==> config.mk <==
export PLATFORM = sky130hd
export DESIGN_NAME = rf_onehot_wr_flat
export DESIGN_NICKNAME = d
export VERILOG_FILES = /design/src/rtl/rf_onehot_wr_if.sv /design/src/rtl/rf_onehot_wr.sv /design/src/flat_wrapper.sv
export SDC_FILE = /design/constraint.sdc
export NUM_CORES = 1
export LEC_CHECK = 0
export BUFFER_PORTS_ARGS = -buffer_cell sky130_fd_sc_hd__buf_2
export CORE_UTILIZATION = 60
export DETAILED_ROUTE_END_ITERATION = 6
export PLACE_DENSITY = 0.81
export SYNTH_ARGS = -nofsm -noshare
export SYNTH_HDL_FRONTEND = slang
export SYNTH_SLANG_ARGS = --single-unit
==> constraint.sdc <==
create_clock -name clk -period 4.8 [get_ports clk]
set_clock_uncertainty 0.2 [all_clocks]
set_input_delay 0.24 -clock clk [delete_from_list [all_inputs] [get_ports clk]]
set_output_delay 0.24 -clock clk [all_outputs]
set_load 0.005 [all_outputs]
==> src/rtl/rf_onehot_wr_if.sv <==
// rf_onehot_wr_if -- register file access bundle.
// One write port (one-hot select from the 3:8 decoder) and two binary-select
// read ports, plus the illegal-select flag.
//   master : drives selects/write data and observes read data and err
//   slave  : the register file itself
interface rf_onehot_wr_if #(parameter int N = 16);
  logic [2:0]   read1RegSel;
  logic [2:0]   read2RegSel;
  logic [7:0]   writeRegSel;
  logic [N-1:0] writeData;
  logic         writeEn;
  logic [N-1:0] read1Data;
  logic [N-1:0] read2Data;
  logic         err;

  modport master (
    output read1RegSel, read2RegSel, writeRegSel, writeData, writeEn,
    input  read1Data, read2Data, err
  );

  modport slave (
    input  read1RegSel, read2RegSel, writeRegSel, writeData, writeEn,
    output read1Data, read2Data, err
  );
endinterface

==> src/rtl/rf_onehot_wr.sv <==
// rf_onehot_wr -- 8 x N general-purpose register file, one-hot write select.
// Ports:
//   clk  : rising-edge clock
//   rst  : synchronous active-high reset, clears R0..R7, beats any write
//   bus  : rf_onehot_wr_if.slave
//            read1RegSel/read2RegSel -> read1Data/read2Data (combinational)
//            writeEn/writeRegSel/writeData -> R[i] on next edge if select one-hot
//            err : writeEn with zero or multi-hot select (0 while rst)
// Optional build macro RF_BYPASS_EN: a legal same-cycle write to the register
// being read is forwarded to the read port (write-before-read). Without it,
// reads always return stored contents.
module rf_onehot_wr #(
  parameter int N = 16
) (
  input logic           clk,
  input logic           rst,
  rf_onehot_wr_if.slave bus
);

  logic [N-1:0] regs [8];
  logic [7:0]   sel_m1;
  logic         sel_onehot;
  logic         wr_ok;

  // x & (x-1) clears the lowest set bit: zero result with x!=0 means one-hot.
  assign sel_m1     = bus.writeRegSel - 8'd1;
  assign sel_onehot = (|bus.writeRegSel) && !(|(bus.writeRegSel & sel_m1));
  assign wr_ok      = bus.writeEn && sel_onehot;
  assign bus.err    = bus.writeEn && !sel_onehot && !rst;

  always_ff @(posedge clk) begin
    if (rst) begin
      for (int i = 0; i < 8; i++) regs[i] <= '0;
    end else if (wr_ok) begin
      for (int i = 0; i < 8; i++)
        if (bus.writeRegSel[i]) regs[i] <= bus.writeData;
    end
  end

`ifdef RF_BYPASS_EN
  logic byp1, byp2;
  // wr_ok already implies a legal select, so indexing the one-hot by the
  // read select is an exact match test.
  assign byp1 = wr_ok && !rst && bus.writeRegSel[bus.read1RegSel];
  assign byp2 = wr_ok && !rst && bus.writeRegSel[bus.read2RegSel];
  assign bus.read1Data = byp1 ? bus.writeData : regs[bus.read1RegSel];
  assign bus.read2Data = byp2 ? bus.writeData : regs[bus.read2RegSel];
`else
  assign bus.read1Data = regs[bus.read1RegSel];
  assign bus.read2Data = regs[bus.read2RegSel];
`endif

endmodule

==> src/flat_wrapper.sv <==
// flat-port wrapper written by rule: the top's interface ports become plain ports
module rf_onehot_wr_flat 
#(
  parameter int N = 16
)
  (clk, rst, bus_read1RegSel, bus_read2RegSel, bus_writeRegSel, bus_writeData, bus_writeEn, bus_read1Data, bus_read2Data, bus_err);
  rf_onehot_wr_if #(.N(N)) bus_i ();
  input logic clk;
  input logic rst;
  input wire logic [$bits(bus_i.read1RegSel)-1:0] bus_read1RegSel;
  input wire logic [$bits(bus_i.read2RegSel)-1:0] bus_read2RegSel;
  input wire logic [$bits(bus_i.writeRegSel)-1:0] bus_writeRegSel;
  input wire logic [$bits(bus_i.writeData)-1:0] bus_writeData;
  input wire logic [$bits(bus_i.writeEn)-1:0] bus_writeEn;
  output wire logic [$bits(bus_i.read1Data)-1:0] bus_read1Data;
  output wire logic [$bits(bus_i.read2Data)-1:0] bus_read2Data;
  output wire logic [$bits(bus_i.err)-1:0] bus_err;
  assign bus_i.read1RegSel = bus_read1RegSel;
  assign bus_i.read2RegSel = bus_read2RegSel;
  assign bus_i.writeRegSel = bus_writeRegSel;
  assign bus_i.writeData = bus_writeData;
  assign bus_i.writeEn = bus_writeEn;
  assign bus_read1Data = bus_i.read1Data;
  assign bus_read2Data = bus_i.read2Data;
  assign bus_err = bus_i.err;
  rf_onehot_wr #(.N(N)) u_core (.clk(clk), .rst(rst), .bus(bus_i));
endmodule
==> out/qor.yml, run 1 <==
status: "finished clean"
final_core_util_pct: 71.3
dr.first_iter.drc_count: 330
maxSlewViolCount: 0
clk_path_buf_depth: 2
seq_area_frac_synth_pct: 55.7
setup.worst_path.class: "in2reg"
p_clk_share_pct: 42.0
largest_reg_flops: 128
antenna_found_initial: 0
regMostFlops: "u_core.regs"
synth_top_family_by_area: "multiplexers"
root_buffer: "clkbuf_16"
h-tree-depth: 4
syn_inst: 421
end_kind: "flop"
rsz0062_at_grt: "no"
drc: 0
start_kind: "input port"
peakVddDrop_mv: 0.205
final_cell_mix: "edfxtp_1 (128), buf_2 (65), mux4_2 (64)"
setup_viol: 0
nets: 512
synth_cell_type_count: 27
holdWs_ns: 0.0831
routabilityCongestion: 0.808
cts_setup_buffers: 0
fp.dieW_um: 109
fill_cells: 702
stdcell_area_um2: 7870
cellPowerDensity_nw_per_um2: 370
hpwlAfterDp_um: 10000
tritoncts: "built"
die_area_um2: 11900
yosys_warnings: 0
initial_core_util_pct: 62.6
grt_pass1_wl_um: 24600
max_cap_violations: 0
cp.required_ns: 4.69
overflow: 0
p_sw_share_pct: 22.1
synth_area_um2: 6900
synth-adder-area-share_pct: 0.145
cts.clk_slew.worst_paths_ns: 0.05
setup-tns-final_ns: 0
p_seq_share_pct: 46.1
cts_hold_buf: 0
area_growth_pct: 14.0
ant_nets: 0
synthXorXnorAreaFrac_pct: 0.127
min-delay-start: "bus_writeData[0]"
viasPerCell: 6.79
hold_path_class: "in2reg"
yosys.area_share.simple_pct: 12.8
clkSinkCount: 128
synth_compound_area_share_pct: 1.38
synth-edff-count: 128
numCtsBuffers: 17
wl_um: 16100
grt_pass1_vias: 4385
wire_per_inst_um: 25.6
numPortBuffers: 65
power_frac_comb_pct: 11.9
avgSynthCellArea_um2: 16.4
min_to: "u_core.regs[7][0]"
p_int_mw: 2.27
async_reset_ff_share_pct: 0
worstMarginPinSlew_ns: 0.946
regArea_um2: 3840
min_period_ns: 2.96
grt_usage_pct: 29.4
reg_top3: "u_core.regs: 128 flops"
io_pins: 66
critPathMaxFanout: 17
hold_violations: 0
hold_path_depth: 3
core_um2: 11000
grt_start_max_net_pins: 68
place_area_um2: 7310
yosys-mux-area-fraction_pct: 26.1
num_vias: 4261
drive_gt1_share_pct: 50.0
fin_crit_sh_pct: 61.7
first_pass_iters: 5
multiInputGateArea_um2: 2810
final_common_cell: "edfxtp_1"
antenna-diode-count: 0
ctsResizeCount: 0
switchingPower_uw: 645
leakage_nw: 2.64
fmax_mhz: 338
synth_ff_type: "edfxtp_1"
slew_headroom_pct: 36.9
synth-seq-cells: 128
worstPathArrival_ns: 2.85
die_y_um: 109
fp-row-count: 38
syn_nets: 454
## cells in the mapped netlist (all sizes together) (2+ instances only)
master,number,area share [%]
a21oi,2,0.15
buf,19,1.8
clkbuf,19,1.0
edfxtp,128,56
inv,18,0.98
mux2,32,5.2
mux4,64,21
nand2,19,1.0
nand4,5,1.3
nor2,18,0.98
nor3,81,8.9
o21ai,6,0.44
or4,2,0.22
## power groups by stage
stage          combinational, mW  sequential, mW  clock [mW]
2_1_floorplan              0.241            1.34           0
3_3_place_gp               0.338            1.35           0
3_5_place_dp               0.347            1.36           0
4_1_cts                    0.349            1.34        1.22
5_1_grt                    0.372            1.35        1.27
6_report                   0.348            1.34        1.22
## kinds of logic (layout without fill, tap and decap cells)
family	Yosys count	after routing
DFF	128	128
and+or+nand+nor	127	127
muxes	96	96
buffers and inverters	56	123
AOI/OAI and AO/OA	12	12
adders and majority gates	1	1
xor gates and xnor gates	1	1
## area by class of cell
| cell class | instances | share of cell area (%) |
|---|---|---|
| Sequential cell | 128 | 48.9 |
| Multi-Input combinational cell | 237 | 35.8 |
| Clock buffer | 18 | 5.46 |
| Timing Repair Buffer | 77 | 5.28 |
| Tap cell | 140 | 2.23 |
| Clock inverter | 10 | 1.56 |
| Inverter | 18 | 0.859 |
## per-stage QoR
step,std cells,setup WS (ns),total power [mW]
after detailed placement,600,1.45,1.71
after floorplan,421,1.37,1.58
after global placement,600,1.58,1.69
after global routing,628,1.77,2.99
final,628,1.84,2.91
after CTS,628,1.85,2.91
## layer usage
metal / up-vias / GRT usage, % / routed length (um)
met2: 222 / 50.6 / 8780
met1: 2197 / 37.6 / 5820
met5: - / 0 / 0
met4: 0 / 10.5 / 291
li1: 1815 / - / -
met3: 27 / 5.32 / 1150
## critical path, stage by stage
cell	delay [ns]
buf_2	0.13
or4_1	0.64
o32ai_4	0.56
nand4_4	0.47
o21ai_1	0.47
buf_4	0.34
## worst max path at each step
stage / endpoint / cells past startpoint / startpoint / slack, ns
after floorplan: u_core.regs[2][0] / 5 / bus_writeRegSel[3] / 1.37
after global placement: u_core.regs[5][3] / 6 / bus_writeRegSel[3] / 1.58
after detailed placement: u_core.regs[5][2] / 6 / bus_writeRegSel[3] / 1.45
after CTS: u_core.regs[5][4] / 6 / bus_writeRegSel[3] / 1.85
after global routing: u_core.regs[5][10] / 6 / bus_writeRegSel[3] / 1.77
final: u_core.regs[5][4] / 6 / bus_writeRegSel[3] / 1.84
(Power assumes the default switching activity.)
==> run 2, diff against run 1 <==
- clock period: 4.8 -> 3 ns (I/O delays scaled with it)
==> run 2 against run 1 <==
Final cell count rose by 2.1%; count of clock-buffer cells in the layout decreased by 1; first-iteration DRC count is 16% higher; critical path depth stayed put; sequential share of layout area is 0.92 points lower; via count increased by 3.1%; sequential power is 60% higher; die area did not move; routed wire length grew 3.9%; flip-flop and latch count did not move; global-route usage is 0.78 points higher; final area is 1.9% higher; largest cell class unchanged.
==> out/qor.yml, run 2 (synthesis results as in run 1) <==
min_period_ns: 2.39
wl_um: 16700  # +3.9%
grt_pass1_wl_um: 25000  # +1.8%
clkSinkCount: 128  # unchanged
setup_viol: 0  # unchanged
cts.clk_slew.worst_paths_ns: 0.05  # about the same
cp.required_ns: 2.65  # -2.04 ns
setup.worst_path.class: "in2out"
die_area_um2: 11900  # unchanged
root_buffer: "clkbuf_16"
start_kind: "input port"
overflow: 0  # unchanged
hpwlAfterDp_um: 9330  # -6.7%
drive_gt1_share_pct: 51.1  # +1.1 points
cpPeakStageDelay_ns: 0.73  # +0.09 ns
maxSlewViolCount: 0  # unchanged
routabilityCongestion: 0.780  # -3.5%
cts_setup_buffers: 0  # unchanged
reg_top3: "u_core.regs: 128 flops"
worstMarginPinSlew_ns: 0.894  # -0.0520 ns
die_y_um: 109  # unchanged
final_cell_mix: "edfxtp_1 (128), buf_2 (65), mux4_2 (64)"
ant_nets: 0  # unchanged
end_kind: "primary output"
rsz0062_at_grt: "no"
tritoncts: "built"
nets: 522  # +2.0%
grt_pass1_vias: 4501  # +2.6%
cp.buffers_inverters: 2  # unchanged
fill_cells: 678  # -3.4%
regMostFlops: "u_core.regs"
max_cap_violations: 0  # unchanged
fp-row-count: 38  # unchanged
drc: 0  # unchanged
min-delay-start: "bus_writeData[0]"
num_vias: 4393  # +3.1%
numPortBuffers: 65  # unchanged
grt_usage_pct: 30.1  # +0.78 points
first_pass_iters: 5  # unchanged
numCtsBuffers: 17  # unchanged
wire_per_inst_um: 26.0  # +1.8%
hold_path_depth: 3  # unchanged
final_common_cell: "edfxtp_1"
antenna_found_initial: 0  # unchanged
min_to: "u_core.regs[7][0]"
critPathMaxFanout: 5  # -12
h-tree-depth: 4  # unchanged
worstPathArrival_ns: 2.04  # -0.81 ns
antenna-diode-count: 0  # unchanged
hold_path_class: "in2reg"
leakage_nw: 2.71  # +2.7%
largest_reg_flops: 128  # unchanged
area_growth_pct: 16.2
fin_crit_sh_pct: 79.5
peakVddDrop_mv: 0.394  # +92%
clk_path_buf_depth: 2  # unchanged
io_pins: 66  # unchanged
setup-tns-final_ns: 0  # unchanged
p_total_mw: 4.82  # +65%
holdWs_ns: 0.0429  # -0.0402 ns
dr.first_iter.drc_count: 382  # +16%
core_um2: 11000  # unchanged
hold_violations: 0  # unchanged
cellPowerDensity_nw_per_um2: 601  # +62%
grt_start_max_net_pins: 56  # -18%
initial_core_util_pct: 62.6  # unchanged
status: "finished clean"
slew_headroom_pct: 40.4  # +3.5 points
fp.dieW_um: 109  # unchanged
cpLargestDelayFamily: "simple AND/OR/NAND/NOR gates"
slowest_stage: "or4_1"
fmax_mhz: 419
viasPerCell: 6.85  # +1.0%
crit_path_cell_trace: "buf_2, or4_1, or4_1, nand2_1, o211a_1, buf_2"
-- run 2: cell types whose count changed in the layout (fill, tap and decap cells not counted), sizes merged --
cell         before  now
bufinv            3    4
clkinv            6    7
clkbuf           18   17
dlygate4sd3       0    2
clkinvlp          1    3
buf              77   85
-- run 2: what timing repair did --
item                                   CTS  global route
gates resized for setup                  0             0
setup endpoints to repair                0             0
hold buffers                             2             0
endpoints found under the hold margin    5             0
-- run 2: per-stage QoR --
| stage | instances | setup WS [ns] | utilization (%) | area, um^2 |
|---|---|---|---|---|
| 2_1_floorplan | 421 | 0.0470 | - | 6900 |
| 5_1_grt | 641 | 0.548 | 72.7 | 8020 |
| 6_report | 641 | 0.615 | 72.7 | 8020 |
| 3_3_place_gp | 608 | 0.312 | 67.1 | 7400 |
| 4_1_cts | 641 | 0.606 | 72.7 | 8020 |
| 3_5_place_dp | 608 | 0.233 | 67.1 | 7400 |
-- run 2: metal layers --
layer / track usage, % / routed length, um / up-vias
met5: 0 / 0 / -
met4: 10.6 / 316 / 0
met3: 6.75 / 1660 / 34
met2: 50.2 / 8740 / 288
met1: 39.3 / 5960 / 2233
li1: - / - / 1838
-- run 2: tightest hold or removal path, stage by stage --
cell	delay, ns
buf_2	0.08
nand2_1	0.18
inv_1	0.13
-- run 2: power by group --
part	leakage [nW]	internal, mW	total (mW)	switching, mW
sequential	1.22	2.08	2.14	0.0587
combinational	1.20	0.285	0.586	0.301
clock	0.284	1.37	2.09	0.725
total	2.71	3.73	4.82	1.08
-- run 2: how the worst max path moves through the flow --
stage,slack (ns),startpoint,cells past startpoint,to
2_1_floorplan,0.05,bus_writeRegSel[3],5,u_core.regs[7][0]
3_3_place_gp,0.31,bus_writeRegSel[3],6,u_core.regs[5][15]
5_1_grt,0.55,bus_writeRegSel[3],6,bus_err
4_1_cts,0.61,bus_writeRegSel[3],6,bus_err
3_5_place_dp,0.23,bus_writeRegSel[3],6,u_core.regs[4][4]
6_report,0.61,bus_writeRegSel[3],6,bus_err
-- run 2: layout make-up --
class                           instances  area (um^2)  area share, %
Clock buffer                           17          425           5.31
Tap cell                              140          175           2.18
Inverter                               18         67.6          0.843
Sequential cell                       128         3840           47.9
Clock inverter                         14          173           2.15
Multi-Input combinational cell        237         2810           35.1
Timing Repair Buffer                   87          520           6.49
==> run 3, diff against run 2 <==
- clock period: 3 -> 2.4 ns (I/O delays scaled with it)
==> run 3 against run 2 <==
Worst setup slack lost 0.33 ns; critical path depth grew 1; sequential share of layout area shrank 2.3 points; global-route usage grew 1.4 points; utilization grew 3.6 points; critical path type unchanged; combinational power grew 35%; worst hold slack lost 0.011 ns; die area is the same; largest power group unchanged; flip-flop and latch count is the same.
==> out/qor.yml, run 3 (synthesis results as in run 1) <==
m1WireLength_um: 5970  # +0.22%
critPathMaxFanout: 5  # unchanged
crit_path_cell_trace: "buf_2, or4_4, or4_1, buf_4, nand2_1, o211a_1, buf_2"
status: "finished clean"
ant_nets: 0  # unchanged
cpLargestDelayFamily: "simple AND/OR/NAND/NOR gates"
fmax_mhz: 472
io_pins: 66  # unchanged
largest_reg_flops: 128  # unchanged
numCtsBuffers: 17  # unchanged
hold_violations: 0  # unchanged
wl_met3_um: 1600  # -3.6%
max_cap_violations: 0  # unchanged
wl_met2_um: 8800  # +0.64%
regMostFlops: "u_core.regs"
setup_viol: 0  # unchanged
final_core_util_pct: 76.3  # +3.6 points
slowest_stage: "or4_4"
switchingPower_mw: 1.41  # +30%
hold_path_class: "in2reg"
top_layer: "met4"
path_common_cell: "buf_2"
rsz0062_at_grt: "no"
fill_cells: 625  # -7.8%
wire_per_inst_um: 25.8  # -0.99%
worstPathArrival_ns: 1.80  # -0.24 ns
cellPowerDensity_nw_per_um2: 718  # +19%
start_kind: "input port"
cp.buffers_inverters: 3  # +1
first_pass_iters: 5  # unchanged
place_area_um2: 7770  # +5.0%
viasPerCell: 6.81  # -0.67%
cts.clk_slew.worst_paths_ns: 0.05  # about the same
die_y_um: 109  # unchanged
ctsResizeCount: 0  # unchanged
fp-row-count: 38  # unchanged
end_kind: "primary output"
p_sw_share_pct: 23.3  # +0.83 points
die_area_um2: 11900  # unchanged
power_frac_comb_pct: 13.1  # +0.9 points
grt_pass1_wl_um: 26200  # +4.4%
nets: 535  # +2.5%
grt_usage_pct: 31.6  # +1.4 points
regArea_um2: 3840  # unchanged
cp.required_ns: 2.08  # -0.57 ns
maxSlewViolCount: 0  # unchanged
drive_gt1_share_pct: 53.6  # +2.5 points
overflow: 0  # unchanged
dr.first_iter.drc_count: 575  # +51%
antenna_found_initial: 0  # unchanged
p_int_mw: 4.63  # +24%
multiInputGateArea_um2: 2880  # +2.4%
reg_top3: "u_core.regs: 128 flops"
final_common_cell: "edfxtp_1"
fp.dieW_um: 109  # unchanged
fin_crit_sh_pct: 88.2
initial_core_util_pct: 62.6  # unchanged
area_growth_pct: 21.9
slew_headroom_pct: 62.3  # +22 points
peakVddDrop_mv: 0.533  # +35%
leakage_nw: 2.88  # +6.3%
setup.worst_path.class: "in2out"
num_vias: 4459  # +1.5%
cts_setup_buffers: 0  # unchanged
p_seq_share_pct: 44.3  # about the same
core_um2: 11000  # unchanged
hpwlAfterDp_um: 10100  # +8.3%
clk_path_buf_depth: 2  # unchanged
antenna-diode-count: 0  # unchanged
wl_um: 16900  # +1.2%
clkSinkCount: 128  # unchanged
cpPeakStageDelay_ns: 0.57  # -0.16 ns
worstMarginPinSlew_ns: 0.566  # -0.328 ns
final_cell_mix: "edfxtp_1 (128), buf_2 (65), mux4_2 (64)"
grt_pass1_vias: 4612  # +2.5%
routabilityCongestion: 0.806  # +3.3%
drc: 0  # unchanged
numPortBuffers: 65  # unchanged
h-tree-depth: 4  # unchanged
min_period_ns: 2.12
stdcell_area_um2: 8410  # +4.9%
tritoncts: "built"
root_buffer: "clkbuf_16"
p_clk_share_pct: 42.6  # -0.8 points
grt_start_max_net_pins: 81  # +45%
## run 3: cell types whose count changed in the layout (fill, tap and decap cells not counted), moves of 2 or more
| cell | change |
|---|---|
| clkinv_1 | -3 |
| buf_12 | +18 |
| o21ai_1 | -5 |
| clkinv_4 | +3 |
| clkinv_2 | +2 |
| dlygate4sd3_1 | +3 |
| buf_4 | -8 |
| o21ai_4 | +5 |
## run 3: layer usage
layer	vias up	global-route usage, %
met4	0	13.2
met3	46	7.41
met1	2235	39.5
met2	311	53.1
met5	-	0
li1	1867	-
## run 3: path summary, 6_finish.rpt
check	from	slack (ns)	cells after the start	end
worst min-delay path	bus_writeData[4]	0.03	3	u_core.regs[7][4]
worst max-delay path	bus_writeRegSel[3]	0.28	7	bus_err
## run 3: area by class of cell
| class | instances | area share, % |
|---|---|---|
| flip-flops and latches | 128 | 45.7 |
| multi-input cells | 237 | 34.3 |
| repair buffers | 100 | 10.1 |
| clock buffers | 17 | 5.06 |
| well taps | 140 | 2.08 |
| clock inverters | 15 | 2.01 |
| inverters | 18 | 0.803 |
## run 3: through the flow
stage	setup WS, ns	total power, mW	hold WS, ns	instances	setup TNS (ns)
floorplan	-0.0220	3.18	0.215	421	-1.40
global placement	0.0664	3.46	0.343	618	0
finish	0.283	6.04	0.0323	655	0
CTS	0.295	6.04	0.00991	655	0
detailed placement	0.0116	3.50	0.365	618	0
global route	0.215	6.20	0.0556	655	0
## run 3: power groups by stage
stage / registers (mW) / clock network, mW / logic [mW]
CTS: 2.67 / 2.58 / 0.795
floorplan: 2.68 / 0 / 0.494
global placement: 2.69 / 0 / 0.768
finish: 2.68 / 2.57 / 0.792
global route: 2.69 / 2.67 / 0.845
detailed placement: 2.72 / 0 / 0.780
## run 3: worst min-delay path: stages
cell	delay (ns)
buf_2	0.09
nand2_1	0.19
inv_1	0.13
## run 3: repair_timing
action / CTS / global route
endpoints found under the setup margin: 0 / 0
hold buffers: 5 / 0
hold endpoints to repair: 13 / 0
